==> config.mk <==
export PLATFORM = sky130hd
export DESIGN_NAME = dam_rpt_fifo
export DESIGN_NICKNAME = d
export VERILOG_FILES = /design/src/rtl/dam_pkg.sv /design/src/rtl/dam_rpt_fifo.sv
export SDC_FILE = /design/constraint.sdc
export NUM_CORES = 1
export LEC_CHECK = 0
export CORE_AREA = 8 8 130 132
export CTS_BUF_LIST = sky130_fd_sc_hd__clkbuf_16
export DETAILED_ROUTE_END_ITERATION = 8
export DIE_AREA = 0 0 138 140
export GPL_TIMING_DRIVEN = 1
export PLACE_DENSITY_LB_ADDON = 0.1
export SETUP_SLACK_MARGIN = 0.1
export SKIP_LAST_GASP = 1
export SYNTH_ARGS = -nofsm -noshare
export SYNTH_HDL_FRONTEND = slang
export SYNTH_SLANG_ARGS = --single-unit
==> constraint.sdc <==
create_clock -name clk -period 7.1 [get_ports clk]
set_clock_uncertainty 0.2 [all_clocks]
set_input_delay 0.71 -clock clk [delete_from_list [all_inputs] [get_ports clk]]
set_output_delay 0.71 -clock clk [all_outputs]
set_load 0.02 [all_outputs]
==> src/rtl/dam_pkg.sv <==
// Shared types and opcode classification for the deferred-assertion monitor.
package dam_pkg;

  localparam int unsigned DEF_CH_W  = 2;
  localparam int unsigned DEF_OPC_W = 8;

  typedef enum logic [1:0] {
    ERR_LOW     = 2'd0,
    ERR_HIGH    = 2'd1,
    ERR_ILLEGAL = 2'd2
  } err_type_e;

  typedef enum logic [1:0] {
    CH_IDLE,
    CH_PEND,
    CH_MATURE,
    CH_HOLD
  } ch_state_e;

  typedef struct packed {
    logic [DEF_CH_W-1:0]  ch;
    err_type_e            etype;
    logic [DEF_OPC_W-1:0] opcode;
  } rpt_t;

  // Illegal range takes priority over the low/high split.
  function automatic err_type_e classify(input logic [31:0] opcode,
                                         input int unsigned split,
                                         input int unsigned max);
    if (opcode >= max)        return ERR_ILLEGAL;
    else if (opcode >= split) return ERR_HIGH;
    else                      return ERR_LOW;
  endfunction

endpackage

==> src/rtl/dam_rpt_fifo.sv <==
// First-word-fall-through report queue; accepts a push while full if a pop happens in the same cycle.
module dam_rpt_fifo
  import dam_pkg::*;
#(
  parameter int unsigned DEPTH = 8,
  parameter type         T     = rpt_t
) (
  input  logic clk,
  input  logic rst_n,
  input  logic push,
  input  logic pop,
  input  T     wdata,
  output T     rdata,
  output logic full,
  output logic empty
);

  localparam int unsigned AW = (DEPTH > 1) ? $clog2(DEPTH) : 1;

  T              mem [DEPTH];
  logic [AW-1:0] wptr;
  logic [AW-1:0] rptr;
  logic [AW:0]   count;
  logic          wr;
  logic          rd;

  assign full  = (count == (AW+1)'(DEPTH));
  assign empty = (count == '0);
  assign rd    = pop && !empty;
  assign wr    = push && (!full || rd);
  assign rdata = mem[rptr];

  always_ff @(posedge clk) begin
    if (wr) mem[wptr] <= wdata;
  end

  always_ff @(posedge clk or negedge rst_n) begin
    if (!rst_n) begin
      wptr  <= '0;
      rptr  <= '0;
      count <= '0;
    end else begin
      if (wr) wptr <= wptr + AW'(1);
      if (rd) rptr <= rptr + AW'(1);
      case ({wr, rd})
        2'b10:   count <= count + (AW+1)'(1);
        2'b01:   count <= count - (AW+1)'(1);
        default: count <= count;
      endcase
    end
  end

endmodule

==> reports/metrics.yaml <==
outcome:
  status: "complete, no violations"
floorplanning:
  die_w_um: 138
  io_pins: 30
  initial_core_util: 0.294
  die_area_um2: 19300
  die_h_um: 140
  rows: 45
  core-area_um2: 14900
critical_path:
  cp_max_fo: 19
  crit_slowest_cell: "mux4_1"
  path_cells: "buf_4, mux4_1, mux2_2, clkdlybuf4s50_1"
  crit_family: "buffers and inverters"
  path_buf_inv: 2
  crit_required_ps: 6190
  slowest_delay_ps: 630
  critPathKind: "reg -> out"
  cp-end-kind: "output port"
  crit_arrival_ps: 2760
  startpoint_type: "flop"
clock_tree:
  clk_path_buf_depth: 2
  clk_latency_ps: 340
  cts_buffers: 9
  cts.sink_count: 106
  ctsResizeCount: 0
  post-cts-setup-buffer-count: 0
  htreeDepth: 3
  clock-root-buffer: "clkbuf_16"
  ctsHoldBuffers: 0
  cts.clk_slew.worst_paths_ps: 70
  tritoncts: "built"
cells_and_area:
  drive_gt1_frac: 0.201
  fin_nets: 262
  ff_latch_area_um2: 3130
  insertedDiodeCount: 0
  area_growth_pct: 18.6
  nFillCells: 1413
  multiInputGateArea_um2: 1180
synth:
  synthFlopType: "edfxtp_1"
  syn_inst: 205
  ys_warn_count: 0
  ys_seq_area_frac: 0.716
  syn-num-nets: 226
  synth_top_area_frac: 0.659
  yosysUniqueCellTypes: 31
  syn_avg_cell_area_um2: 21.3
  synth-edff-count: 96
  synth_largest_area_cell: "edfxtp_1"
  synth_common_cells: "edfxtp_1 (96), mux4_1 (20), mux2_2 (14)"
  yosysMostFrequentCell: "edfxtp_1"
  ys_ff_latch: 106
  synthTopCellsByArea: "edfxtp_1 (66%), mux4_1 (12%), dfrtp_1 (5.7%)"
  syn-cell-area_um2: 4370
  async_flop_share: 0.0943
grt:
  antenna_found_initial: 0
  grt_usage: 0.0887
  grt_max_degree: 20
  grt_pass1_vias: 2083
  grt_pass1_wl_mm: 12.6
  grt.overflow.total: 0
timing:
  setup_viol: 0
  fmax_mhz: 272
  period_minus_slack_ps: 3670
  whs_ps: 325
  worstMarginPinSlew_ps: 930
  maxSlewHeadroom: 0.379
  finalHoldViolCount: 0
  fin_crit_sh: 0.517
  drv_slew: 0
  rsz0062_at_grt: "no"
  tns_ps: 0
placement:
  routabilityCongestion: 0.662
  port_buffers: 29
  hpwl_mm: 5.05
route:
  vias: 1964
  dr.pass1.iters: 4
  drt-initial-drc-count: 100
  antenna_left: 0
  drc: 0
  wl_per_cell_um: 19.1
  avgViaCountPerCell: 4.55
  wirelength_mm: 8.26
power:
  powerDensity_nw_per_um2: 405
  ir_drop_mv: 0.129
  leakage_nw: 1.75
hold_path:
  hp-class: "reg -> reg"
flow_run:
  drv_cap: 0
==> area by class of cell <==
| cell class | count | share of cell area |
|---|---|---|
| sequential | 106 | 0.604 |
| timing repair buffer | 33 | 0.0617 |
| tap | 188 | 0.0453 |
| multi-input combinational | 86 | 0.227 |
| clock inverter | 5 | 0.0154 |
| inverter | 5 | 0.00362 |
| clock buffer | 9 | 0.0434 |
==> registers in the layout, indices dropped and copies added (netlist names) <==
| register | cells |
|---|---|
| count | 4 |
| mem | 96 |
| rptr | 3 |
| wptr | 3 |
==> metrics by stage <==
stage	total power (W)	setup slack, ps	utilization	cells	instance area [um2]
after floorplan	0.00138	4520	-	205	4370
after CTS	0.00214	3350	0.349	432	5190
after global placement	0.00162	3730	0.329	418	4880
after global routing	0.00222	3270	0.349	432	5190
after detailed placement	0.00163	3730	0.329	418	4880
final	0.00210	3430	0.349	432	5190
==> worst paths after layout <==
kind                            slack (ps)  cells after the start       end  startpoint
max in group asynchronous             5810                      1   wptr[1]       rst_n
worst min register to register         330                      1   wptr[0]     wptr[0]
min in group asynchronous              530                      1  count[2]       rst_n
worst max register to register        4190                      9  count[3]    count[1]
worst max-delay path                  3430                      4  rdata[7]     rptr[0]
worst min-delay path                   330                      1   wptr[0]     wptr[0]
==> per-layer routing <==
metal	up-vias	wire, um	track usage
met5	-	0	0
li1	918	-	-
met1	1011	3930	0.111
met2	24	3950	0.139
met4	0	181	0.0515
met3	11	195	0.0196
==> where the power goes <==
part	internal, W	total, W	switching (W)
Clock	0.000305	0.000512	0.000207
Combinational	0.000373	0.000710	0.000337
Sequential	0.000797	0.000880	0.0000829
==> cell usage in the layout (no fill, tap or decap), types with 3 or more instances in the layout <==
master           synthesis  layout
buf_4                    0       4
clkbuf_16                0       9
clkdlybuf4s50_1          0      29
dfrtp_1                 10      10
edfxtp_1                96      96
ha_1                     4       4
inv_1                    5       5
mux2_2                  14      14
mux4_1                  20      20
mux4_2                   4       4
nand2_1                  4       4
nand2b_1                 4       4
nor2_1                   9       5
nor2_2                   0       4
xnor2_1                  4       4
xor2_1                   3       3
==> worst register-to-register path, delay by kind of cell (launching register included) <==
| family | cells | cell delay [ps] |
|---|---|---|
| simple gates | 4 | 930 |
| flops | 1 | 400 |
| mux | 1 | 350 |
| buf+inv | 1 | 60 |
| fa+ha+maj | 1 | 270 |
| compound gates | 2 | 640 |
==> kinds of logic after synthesis <==
kind of cell / after synthesis / synth area share
flip-flops: 106 / 0.716
multiplexers: 42 / 0.188
AND/OR/NAND/NOR: 26 / 0.0289
buffers and inverters: 13 / 0.0223
XOR/XNOR: 7 / 0.0140
AO/OA/AOI/OAI: 6 / 0.0143
adder cells (fa/ha/maj): 5 / 0.0160
No activity file was read; power rests on OpenSTA's default activity.
